<file path="config.mk">
export PLATFORM = sky130hd
export DESIGN_NAME = uadd_seq_flat
export DESIGN_NICKNAME = d
export VERILOG_FILES = /design/src/rtl/uadd_seq_if.sv /design/src/rtl/uadd_seq.sv /design/src/flat_wrapper.sv
export SDC_FILE = /design/constraint.sdc
export NUM_CORES = 1
export LEC_CHECK = 0
export CORE_MARGIN = 3
export CORE_UTILIZATION = 35
export CTS_CLUSTER_SIZE = 28
export DETAILED_ROUTE_END_ITERATION = 7
export GPL_TIMING_DRIVEN = 0
export PLACE_DENSITY = 0.63
export SLEW_MARGIN = 20
export SYNTH_ARGS = -nofsm -noshare
export SYNTH_HDL_FRONTEND = slang
export SYNTH_SLANG_ARGS = --single-unit
export TNS_END_PERCENT = 100
</file>
<file path="constraint.sdc">
create_clock -name clk -period 2.25 [get_ports clk]
set_clock_uncertainty 0.15 [all_clocks]
set_input_delay 0.45 -clock clk [delete_from_list [all_inputs] [get_ports clk]]
set_output_delay 0.45 -clock clk [all_outputs]
set_load 0.05 [all_outputs]
</file>
<file path="src/rtl/uadd_seq_if.sv">
// ---------------------------------------------------------------------------
// uadd_seq_if -- operand/result bundle for the slice-serial adder uadd_seq.
//
// Handshake rules (both channels, strict valid/ready):
//   A transfer happens on a rising clk edge where valid and ready are both 1.
//   The producer keeps valid and its data steady until that transfer; the
//   consumer may raise or drop ready at any time.
//
// Signals
//   in_valid  : operand pair offered          (master -> slave)
//   in_ready  : adder can accept operands     (slave  -> master)
//   a, b      : TOTAL_W-bit unsigned operands (master -> slave)
//   cin       : carry-in, present only with UADD_SEQ_CIN_EN defined
//   out_valid : result available              (slave  -> master)
//   out_ready : consumer takes the result     (master -> slave)
//   sum       : (a + b + cin) mod 2^TOTAL_W   (slave  -> master)
//   carry_out : carry out of the top slice    (slave  -> master)
//
// Configuration macro: UADD_SEQ_CIN_EN adds the cin signal.
// ---------------------------------------------------------------------------
interface uadd_seq_if #(
    parameter int TOTAL_W = 16
);
    logic               in_valid;
    logic               in_ready;
    logic [TOTAL_W-1:0] a;
    logic [TOTAL_W-1:0] b;
    logic               out_valid;
    logic               out_ready;
    logic [TOTAL_W-1:0] sum;
    logic               carry_out;
`ifdef UADD_SEQ_CIN_EN
    logic               cin;

    modport master (
        output in_valid, a, b, cin, out_ready,
        input  in_ready, out_valid, sum, carry_out
    );
    modport slave (
        input  in_valid, a, b, cin, out_ready,
        output in_ready, out_valid, sum, carry_out
    );
`else
    modport master (
        output in_valid, a, b, out_ready,
        input  in_ready, out_valid, sum, carry_out
    );
    modport slave (
        input  in_valid, a, b, out_ready,
        output in_ready, out_valid, sum, carry_out
    );
`endif
endinterface

</file>
<file path="src/rtl/uadd_seq.sv">
// ---------------------------------------------------------------------------
// uadd_seq -- unsigned adder that reuses one CHUNK_W-bit adder slice over
// CHUNKS cycles to add two TOTAL_W-bit operands (TOTAL_W = CHUNK_W*CHUNKS).
//
// Ports
//   clk      : single clock, rising edge
//   rst_n    : asynchronous active-low reset; release is synchronised inside
//   bus      : uadd_seq_if.slave -- operand channel (in_valid/in_ready/a/b
//              [/cin]) and result channel (out_valid/out_ready/sum/carry_out)
//   state_o  : FSM state for observation (IDLE=0, RUN=1, DONE=2)
//
// Operation
//   IDLE : in_ready=1; an accepted pair is captured and the FSM goes to RUN.
//   RUN  : one slice per cycle, least significant first, carry rippling
//          through carry_q. The last slice moves the FSM to DONE, so
//          out_valid rises CHUNKS cycles after the accepting edge.
//   DONE : out_valid=1; sum/carry_out held until out_ready, then IDLE.
//
// Configuration macro: UADD_SEQ_CIN_EN -- adds bus.cin, loaded into the
// carry register at the accepting edge. Without it the initial carry is 0.
// ---------------------------------------------------------------------------
module uadd_seq #(
    parameter int CHUNK_W = 4,
    parameter int CHUNKS  = 4
) (
    input  logic       clk,
    input  logic       rst_n,
    uadd_seq_if.slave  bus,
    output logic [1:0] state_o
);
    localparam int TOTAL_W = CHUNK_W * CHUNKS;
    // Keep the index at least one bit wide so CHUNKS=1 still elaborates.
    localparam int IDX_W = (CHUNKS > 1) ? $clog2(CHUNKS) : 1;
    localparam logic [IDX_W-1:0] LAST_IDX = IDX_W'(CHUNKS - 1);

    typedef enum logic [1:0] {
        IDLE = 2'd0,
        RUN  = 2'd1,
        DONE = 2'd2
    } state_t;

    state_t             state_q;
    logic [IDX_W-1:0]   idx_q;
    logic               carry_q;
    logic [TOTAL_W-1:0] a_q;
    logic [TOTAL_W-1:0] b_q;
    logic [TOTAL_W-1:0] sum_q;
    logic               carry_out_q;

    logic [1:0]         rst_sync_q;
    logic               rst_int_n;

    logic [CHUNK_W:0]   add_d;
    logic               init_carry_d;

    // Reset asserts immediately and releases two clock edges after rst_n
    // rises, so the FSM cannot accept before the second edge after release.
    always_ff @(posedge clk or negedge rst_n) begin
        if (!rst_n) begin
            rst_sync_q <= 2'b00;
        end else begin
            rst_sync_q <= {rst_sync_q[0], 1'b1};
        end
    end

    assign rst_int_n = rst_sync_q[1];

`ifdef UADD_SEQ_CIN_EN
    assign init_carry_d = bus.cin;
`else
    assign init_carry_d = 1'b0;
`endif

    // The one shared slice adder: slice idx_q of the captured operands plus
    // the running carry. Bit CHUNK_W is the carry into the next slice.
    always_comb begin
        add_d = {1'b0, a_q[int'(idx_q)*CHUNK_W +: CHUNK_W]}
              + {1'b0, b_q[int'(idx_q)*CHUNK_W +: CHUNK_W]}
              + {{CHUNK_W{1'b0}}, carry_q};
    end

    always_ff @(posedge clk or negedge rst_int_n) begin
        if (!rst_int_n) begin
            state_q     <= IDLE;
            idx_q       <= '0;
            carry_q     <= 1'b0;
            a_q         <= '0;
            b_q         <= '0;
            sum_q       <= '0;
            carry_out_q <= 1'b0;
        end else begin
            case (state_q)
                IDLE: begin
                    if (bus.in_valid) begin
                        a_q     <= bus.a;
                        b_q     <= bus.b;
                        idx_q   <= '0;
                        carry_q <= init_carry_d;
                        state_q <= RUN;
                    end
                end
                RUN: begin
                    sum_q[int'(idx_q)*CHUNK_W +: CHUNK_W] <= add_d[CHUNK_W-1:0];
                    carry_q <= add_d[CHUNK_W];
                    if (idx_q == LAST_IDX) begin
                        carry_out_q <= add_d[CHUNK_W];
                        idx_q       <= '0;
                        state_q     <= DONE;
                    end else begin
                        idx_q <= idx_q + 1'b1;
                    end
                end
                DONE: begin
                    // Result registers are untouched here, so they stay
                    // stable for as long as the consumer stalls.
                    if (bus.out_ready) begin
                        state_q <= IDLE;
                    end
                end
                default: begin
                    state_q <= IDLE;
                end
            endcase
        end
    end

    assign bus.in_ready  = (state_q == IDLE);
    assign bus.out_valid = (state_q == DONE);
    assign bus.sum       = sum_q;
    assign bus.carry_out = carry_out_q;
    assign state_o       = state_q;

endmodule

</file>
<file path="src/flat_wrapper.sv">
// flat-port wrapper written by rule: the top's interface ports become plain ports
module uadd_seq_flat 
#(
    parameter int CHUNK_W = 4,
    parameter int CHUNKS  = 4
)
  (clk, rst_n, state_o, bus_in_valid, bus_a, bus_b, bus_out_ready, bus_in_ready, bus_out_valid, bus_sum, bus_carry_out);
  uadd_seq_if #(.TOTAL_W(16)) bus_i ();
  input  logic clk;
  input  logic rst_n;
  output logic [1:0] state_o;
  input wire logic [$bits(bus_i.in_valid)-1:0] bus_in_valid;
  input wire logic [$bits(bus_i.a)-1:0] bus_a;
  input wire logic [$bits(bus_i.b)-1:0] bus_b;
  input wire logic [$bits(bus_i.out_ready)-1:0] bus_out_ready;
  output wire logic [$bits(bus_i.in_ready)-1:0] bus_in_ready;
  output wire logic [$bits(bus_i.out_valid)-1:0] bus_out_valid;
  output wire logic [$bits(bus_i.sum)-1:0] bus_sum;
  output wire logic [$bits(bus_i.carry_out)-1:0] bus_carry_out;
  assign bus_i.in_valid = bus_in_valid;
  assign bus_i.a = bus_a;
  assign bus_i.b = bus_b;
  assign bus_i.out_ready = bus_out_ready;
  assign bus_in_ready = bus_i.in_ready;
  assign bus_out_valid = bus_i.out_valid;
  assign bus_sum = bus_i.sum;
  assign bus_carry_out = bus_i.carry_out;
  uadd_seq #(.CHUNK_W(CHUNK_W), .CHUNKS(CHUNKS)) u_core (.clk(clk), .rst_n(rst_n), .bus(bus_i), .state_o(state_o));
endmodule
</file>
==> flow_metrics.env, run 1 <==
export IMPL_outcome="finished with violations"
export IMPL_failed_checks="negative setup slack"
export IMPL_worstSetupEndpointType="flop"
export IMPL_grt_util_all_layers_pct=12.91
export IMPL_fin_cells=333
export IMPL_min_path_type="primary input to asynchronous set/reset pin"
export IMPL_max_slew_worst_pin_slew_ns=0.6771
export IMPL_ys_seq_area_share_pct=54.79
export IMPL_relSlewSlack_pct=54.86
export IMPL_grt_pass1_wl_um=8542
export IMPL_grt_setup_unrepaired="yes"
export IMPL_drive_gt1_share_pct=29.96
export IMPL_critical_path_cell_chain="buf_12 -> mux4_2 -> fa_2 -> fa_2 -> a21o_1 -> a21oi_2 -> o22ai_1"
export IMPL_viasPerCell=4.808
export IMPL_die_area_mm2=0.008369
export IMPL_cts_root_buf="sky130_fd_sc_hd__clkbuf_8"
export IMPL_antenna_diode_count=0
export IMPL_period_minus_slack_ns=2.564
export IMPL_drcViolationCount=0
export IMPL_starting_density_pct=36.83
export IMPL_number_of_port_buffers=56
export IMPL_synth_ff_latch_count=56
export IMPL_largest_cells_by_area_after_synthesis="sky130_fd_sc_hd__dfrtp_1 55%, sky130_fd_sc_hd__mux2_2 13%, sky130_fd_sc_hd__mux4_2 7.0%"
export IMPL_path_common_cell="sky130_fd_sc_hd__fa_2"
export IMPL_critical_setup_path_kind="flop to flop"
export IMPL_final_hold_viol_count=0
export IMPL_cts_tree="built"
export IMPL_worstPathBufferInverterCount=1
export IMPL_tritoncts_num_sinks=56
export IMPL_cts_path_max_buffers=2
export IMPL_i_o_pin_total=57
export IMPL_placedInstanceArea_mm2=0.003259
export IMPL_antenna_found_initial=0
export IMPL_syn_inst=169
export IMPL_dr_first_iter_drc_count=114
export IMPL_final_worst_path_setup_slack_ns=-0.3145
export IMPL_cpPeakStageDelay_ns=0.53
export IMPL_synth_fp_nets=216
export IMPL_worst_ir_drop_vdd_mv=0.9286
export IMPL_aggregate_routed_wire_length_um=5110
export IMPL_place_detailed_instances=321
export IMPL_grt_pass1_vias=1721
export IMPL_yosysTopAreaCellShare_pct=54.79
export IMPL_timing_reg2reg_worst_path_depth=7
export IMPL_synth_warning_count=0
export IMPL_worstPathMaxFanout=5
export IMPL_die_width_um=91.48
export IMPL_finalWeightedCongestion=0.7445
export IMPL_worst_skew_pair_late_latency_ns=0.31
export IMPL_crit_required_ns=2.28
export IMPL_yosysTopAreaCell="sky130_fd_sc_hd__dfrtp_1"
export IMPL_hold_buffers=0
export IMPL_most_frequent_cells_in_the_layout="54 x sky130_fd_sc_hd__clkdlybuf4s50_1, 54 x sky130_fd_sc_hd__dfrtp_1, 29 x sky130_fd_sc_hd__mux2_2"
export IMPL_routed_via_count=1601
export IMPL_worst_ep_arrival_time_ns=2.60
export IMPL_cp_top_family="adder cells"
export IMPL_total_power_per_unit_cell_area_mw_per_mm2=1704
export IMPL_achievable_frequency_mhz=389.9
export IMPL_nNetsFinal=283
export IMPL_report_final_setup_viol=14
export IMPL_post_route_fraction_of_the_period_consumed_by_the_critical_path_pct=114.0
export IMPL_post_dp_hpwl_um=3748
export IMPL_max_cap_viol_count=0
export IMPL_post_synth_num_cell_types=32
export IMPL_critPathLaunchType="flop"
export IMPL_drtAntennaViolNets=0
export IMPL_clock_tree_htree_level_count=2
export IMPL_rows=30
export IMPL_routed_wire_length_per_instance_um=15.35
export IMPL_final_max_slew_violation_count=0
export IMPL_post_synth_cell_area_avg_um2=15.13
export IMPL_synth_area_mm2=0.002557
export IMPL_cts_clk_slew_worst_paths_ns=0.10
export IMPL_placeableCoreArea_mm2=0.006944
export IMPL_vert_die_dim_um=91.48
export IMPL_slowest_stage="sky130_fd_sc_hd__mux4_2"
export IMPL_grt_overflow=0
export IMPL_tritoncts_num_buffers=5
export IMPL_pin_count_of_the_biggest_net_entering_global_routing=55
export IMPL_p_leak_nw=1.432
export IMPL_critical_path_depth=7
export IMPL_fin_area_mm2=0.003430
export IMPL_finish_utilization_pct=49.39
export IMPL_detail_route_first_pass_iterations=4
export IMPL_syn2layout_area_growth_pct=34.10
==> Yosys cell counts (all sizes together) <==
cell / n
dfrtp: 56
mux2: 32
a22o: 13
ha: 9
nand2: 9
mux4: 8
buf: 6
a32o: 4
inv: 3
nor2: 3
a21oi: 2
fa: 2
nand3b: 2
nor2b: 2
nor3: 2
o21bai: 2
o22ai: 2
a211oi: 1
a21o: 1
a31oi: 1
and2: 1
and4: 1
clkbuf: 1
conb: 1
nand2b: 1
nor4: 1
o31ai: 1
or3b: 1
xor2: 1
==> where the power goes <==
| part | switching (mW) | leakage (nW) | total, mW | internal (mW) |
|---|---|---|---|---|
| combinational | 1.86 | 0.696 | 3.54 | 1.68 |
| clock | 0.323 | 0.0445 | 0.574 | 0.251 |
| sequential | 0.269 | 0.691 | 1.73 | 1.46 |
| total | 2.45 | 1.43 | 5.84 | 3.39 |
==> metrics by stage <==
stage | setup WS (ns) | total power [mW] | hold slack [ns] | setup TNS [ns]
6_report | -0.3145 | 5.845 | 0.1477 | -3.261
5_1_grt | -0.3808 | 6.250 | 0.1290 | -4.132
4_1_cts | -0.3401 | 5.834 | 0.1364 | -3.561
3_5_place_dp | -0.5992 | 5.043 | 0.1978 | -7.425
3_3_place_gp | -0.6103 | 4.981 | 0.1879 | -21.13
2_1_floorplan | -0.2779 | 4.118 | 0.004409 | -9.131
==> per-layer routing <==
layer	share of wire [%]	global-route usage (%)
met4	0.82	3.392
met3	5.0	3.231
met2	47	20.39
met5	0	0
met1	47	17.70
==> path summary, 6_finish.rpt <==
check                                                from                              to  slack (ns)
min in group clk           u_core.rst_sync_q[0]$_DFF_PN0_  u_core.rst_sync_q[1]$_DFF_PN0_        0.22
max reg2reg                   u_core.idx_q[0]$_DFFE_PN0P_      u_core.carry_q$_DFFE_PN0P_       -0.31
min                                                 rst_n  u_core.rst_sync_q[1]$_DFF_PN0_        0.15
min reg2reg                u_core.rst_sync_q[0]$_DFF_PN0_  u_core.rst_sync_q[1]$_DFF_PN0_        0.22
max                           u_core.idx_q[0]$_DFFE_PN0P_      u_core.carry_q$_DFFE_PN0P_       -0.31
max in group asynchronous  u_core.rst_sync_q[1]$_DFF_PN0_     u_core.idx_q[0]$_DFFE_PN0P_        1.24
==> state kept, by name (all words and copies together) (netlist names) <==
register	cells
u_core.state_o	2
u_core.a_q	16
u_core.b_q	16
u_core.rst_sync_q	2
u_core.idx_q	2
u_core.bus.carry_out	1
u_core.carry_q	1
u_core.bus.sum	16
==> cell families after synthesis <==
logic type	after synthesis	share of synthesized area (%)
flops	56	54.79
mux	40	21.57
compound gates	27	8.611
simple gates	23	5.724
fa+ha+maj	11	5.969
buf+inv	10	2.837
other cells	1	0.1466
xor+xnor	1	0.3425
==> final cells by class <==
| cell class | instances | area (um2) |
|---|---|---|
| multi-input combinational | 103 | 1120 |
| sequential | 56 | 1406 |
| fill | 610 | 3515 |
| inverter | 3 | 11.26 |
| buffer | 7 | 77.57 |
| tap | 96 | 120.1 |
| clock buffer | 7 | 86.33 |
| clock inverter | 1 | 7.507 |
| timing repair buffer | 60 | 600.6 |
==> worst reg2reg max path: stages, from the launching register on <==
cell and delay, ns:
sky130_fd_sc_hd__dfrtp_2 0.41, sky130_fd_sc_hd__buf_12 0.13, sky130_fd_sc_hd__mux4_2 0.53, sky130_fd_sc_hd__fa_2 0.40
sky130_fd_sc_hd__fa_2 0.38, sky130_fd_sc_hd__a21o_1 0.19, sky130_fd_sc_hd__a21oi_2 0.16, sky130_fd_sc_hd__o22ai_1 0.10
==> timing repair <==
item / in CTS / in global routing
gates resized for setup: 8 / 1
cloned: 0 / 0
endpoints found under the setup margin: 20 / 14
buffers inserted: 3 / 1
pin swaps: 3 / 2
Power figures use the tool's default switching activity.
==> run 2: changes to the inputs <==
Settings changed: DONT_BUFFER_PORTS set to 1, PLACE_DENSITY 0.63 to 0.53.
==> run 2 against run 1 <==
Compared with the run above: the flow still finishes with violations (negative setup slack); global-route usage up 0.065 points; critical endpoint unchanged; sequential share of layout area up 6.5 points; cell count down 15%; final area down 14%; wire length up 1.4%; clock-buffer cell count unchanged; highest routed layer unchanged; hold slack worse by 0.017 ns.
==> flow_metrics.env, run 2 (synthesized netlist as in run 1, its figures left out) <==
export IMPL_crit_required_ns=2.29
export IMPL_max_cap_viol_count=0
export IMPL_pin_count_of_the_biggest_net_entering_global_routing=55
export IMPL_timing_setup_tns_ns=-3.184
export IMPL_final_hold_viol_count=0
export IMPL_cts_tree="built"
export IMPL_antenna_found_initial=0
export IMPL_grt_util_all_layers_pct=12.97
export IMPL_period_minus_slack_ns=2.548
export IMPL_cts_path_max_buffers=2
export IMPL_worstSetupEndpointType="flop"
export IMPL_max_slew_worst_pin_slew_ns=0.6810
export IMPL_aggregate_routed_wire_length_um=5184
export IMPL_number_of_port_buffers=0
export IMPL_final_worst_path_setup_slack_ns=-0.2979
export IMPL_holdWs_ns=0.1310
export IMPL_routed_wire_length_per_instance_um=18.32
export IMPL_achievable_frequency_mhz=392.5
export IMPL_outcome="finished with violations"
export IMPL_worst_skew_pair_late_latency_ns=0.31
export IMPL_relSlewSlack_pct=54.60
export IMPL_grt_pass1_vias=1714
export IMPL_cp_endpoint="u_core.carry_q$_DFFE_PN0P_"
export IMPL_viasPerCell=5.180
export IMPL_critical_setup_path_kind="flop to flop"
export IMPL_starting_density_pct=36.83
export IMPL_most_frequent_cells_in_the_layout="54 x sky130_fd_sc_hd__dfrtp_1, 29 x sky130_fd_sc_hd__mux2_2, 13 x sky130_fd_sc_hd__a22o_1"
export IMPL_syn2layout_area_growth_pct=15.66
export IMPL_rows=30
export IMPL_cp_startpoint="u_core.idx_q[0]$_DFFE_PN0P_"
export IMPL_worstPathMaxFanout=6
export IMPL_vert_die_dim_um=91.48
export IMPL_tritoncts_num_buffers=5
export IMPL_grt_setup_unrepaired="yes"
export IMPL_seqCellArea_mm2=0.001406
export IMPL_timing_reg2reg_worst_path_depth=7
export IMPL_rr_startpoint="u_core.idx_q[0]$_DFFE_PN0P_"
export IMPL_failed_checks="negative setup slack"
export IMPL_min_path_type="primary input to flop"
export IMPL_cts_root_buf="sky130_fd_sc_hd__clkbuf_8"
export IMPL_area_of_combinational_cells_with_multiple_inputs_mm2=0.001171
export IMPL_dr_first_iter_drc_count=86
export IMPL_drcViolationCount=0
export IMPL_die_width_um=91.48
export IMPL_worstHoldStart="bus_a[4]"
export IMPL_most_common_cell_after_layout_fill_and_taps_aside="sky130_fd_sc_hd__dfrtp_1"
export IMPL_rr_endpoint="u_core.carry_q$_DFFE_PN0P_"
export IMPL_nNetsFinal=233
export IMPL_routed_via_count=1466
export IMPL_placeableCoreArea_mm2=0.006944
export IMPL_post_dp_hpwl_um=3853
export IMPL_worst_ep_arrival_time_ns=2.58
export IMPL_i_o_pin_total=57
export IMPL_critPathLaunchType="flop"
export IMPL_layout_filler_cells=639
export IMPL_finish_utilization_pct=42.59
export IMPL_post_route_fraction_of_the_period_consumed_by_the_critical_path_pct=113.2
export IMPL_grt_overflow=0
export IMPL_drive_gt1_share_pct=43.32
export IMPL_report_final_setup_viol=14
export IMPL_die_area_mm2=0.008369
export IMPL_antenna_diode_count=0
export IMPL_cts_clk_slew_worst_paths_ns=0.10
export IMPL_detail_route_first_pass_iterations=4
export IMPL_grt_pass1_wl_um=8583
export IMPL_final_max_slew_violation_count=0
export IMPL_tritoncts_num_sinks=56
export IMPL_drtAntennaViolNets=0
export IMPL_clock_tree_htree_level_count=2
export IMPL_r2r_slack_ns=-0.30
export IMPL_finalWeightedCongestion=0.8172
export IMPL_pre_cts_setup_slack_ns=-0.6034
run 2: cell types whose count changed in the layout (fill, tap and decap cells not counted), moves of 2 or more:
cell,delta
sky130_fd_sc_hd__ha_1,-2
sky130_fd_sc_hd__clkdlybuf4s50_1,-54
sky130_fd_sc_hd__ha_4,+2
sky130_fd_sc_hd__buf_4,+6
sky130_fd_sc_hd__dlygate4sd2_1,-2
run 2: worst min path at each step:
| stage | endpoint | slack, ns | depth (start not counted) |
|---|---|---|---|
| global placement | u_core.rst_sync_q[1]$_DFF_PN0_ | 0.004 | 0 |
| detailed placement | u_core.rst_sync_q[0]$_DFF_PN0_ | 0.004 | 0 |
| finish | u_core.a_q[4]$_DFFE_PN0P_ | 0.13 | 1 |
| global route | u_core.a_q[1]$_DFFE_PN0P_ | 0.11 | 1 |
| floorplan | u_core.rst_sync_q[0]$_DFF_PN0_ | 0.004 | 0 |
| CTS | u_core.a_q[4]$_DFFE_PN0P_ | 0.12 | 1 |
run 2: cell type report:
cell class,instances,area share [%]
plain buffers,7,2.623
clock buffers,7,2.919
clock inverters,1,0.2538
inverters,3,0.3807
multi-input cells,103,39.59
flip-flops and latches,56,47.55
well taps,96,4.061
repair buffers,10,2.623
run 2: timing repair:
item	CTS	global route
hold buffers	1	0
pin swaps	3	5
endpoints found under the setup margin	55	16
setup buffers	8	1
hold endpoints to repair	2	0
resized for setup	12	3
run 2: metrics by stage:
stage | instance area, um2 | std cells
6_report | 2958 | 283
5_1_grt | 2958 | 283
4_1_cts | 2927 | 282
3_5_place_dp | 2699 | 265
3_3_place_gp | 2695 | 265
2_1_floorplan | 2575 | 169
run 2: worst max-delay path, cell delays in order, from the launching register on:
cell and delay [ns]:
sky130_fd_sc_hd__dfrtp_2 0.40, sky130_fd_sc_hd__buf_12 0.12, sky130_fd_sc_hd__mux4_2 0.53, sky130_fd_sc_hd__fa_2 0.38, sky130_fd_sc_hd__fa_2 0.40, sky130_fd_sc_hd__a21o_1 0.18
sky130_fd_sc_hd__a21oi_2 0.16, sky130_fd_sc_hd__o22ai_1 0.10
run 2: layer usage:
layer	vias to the layer above	track usage (%)	share of wire [%]
met4	0	3.769	1.2
met5	-	0	0
met3	7	5.220	8.2
met2	48	21.12	50
met1	749	15.80	41
li1	662	-	-
Power of run 2 is left out: the tool's default activity adds up to more than one toggle a clock period on the data nets, which glitch-free logic cannot reach.
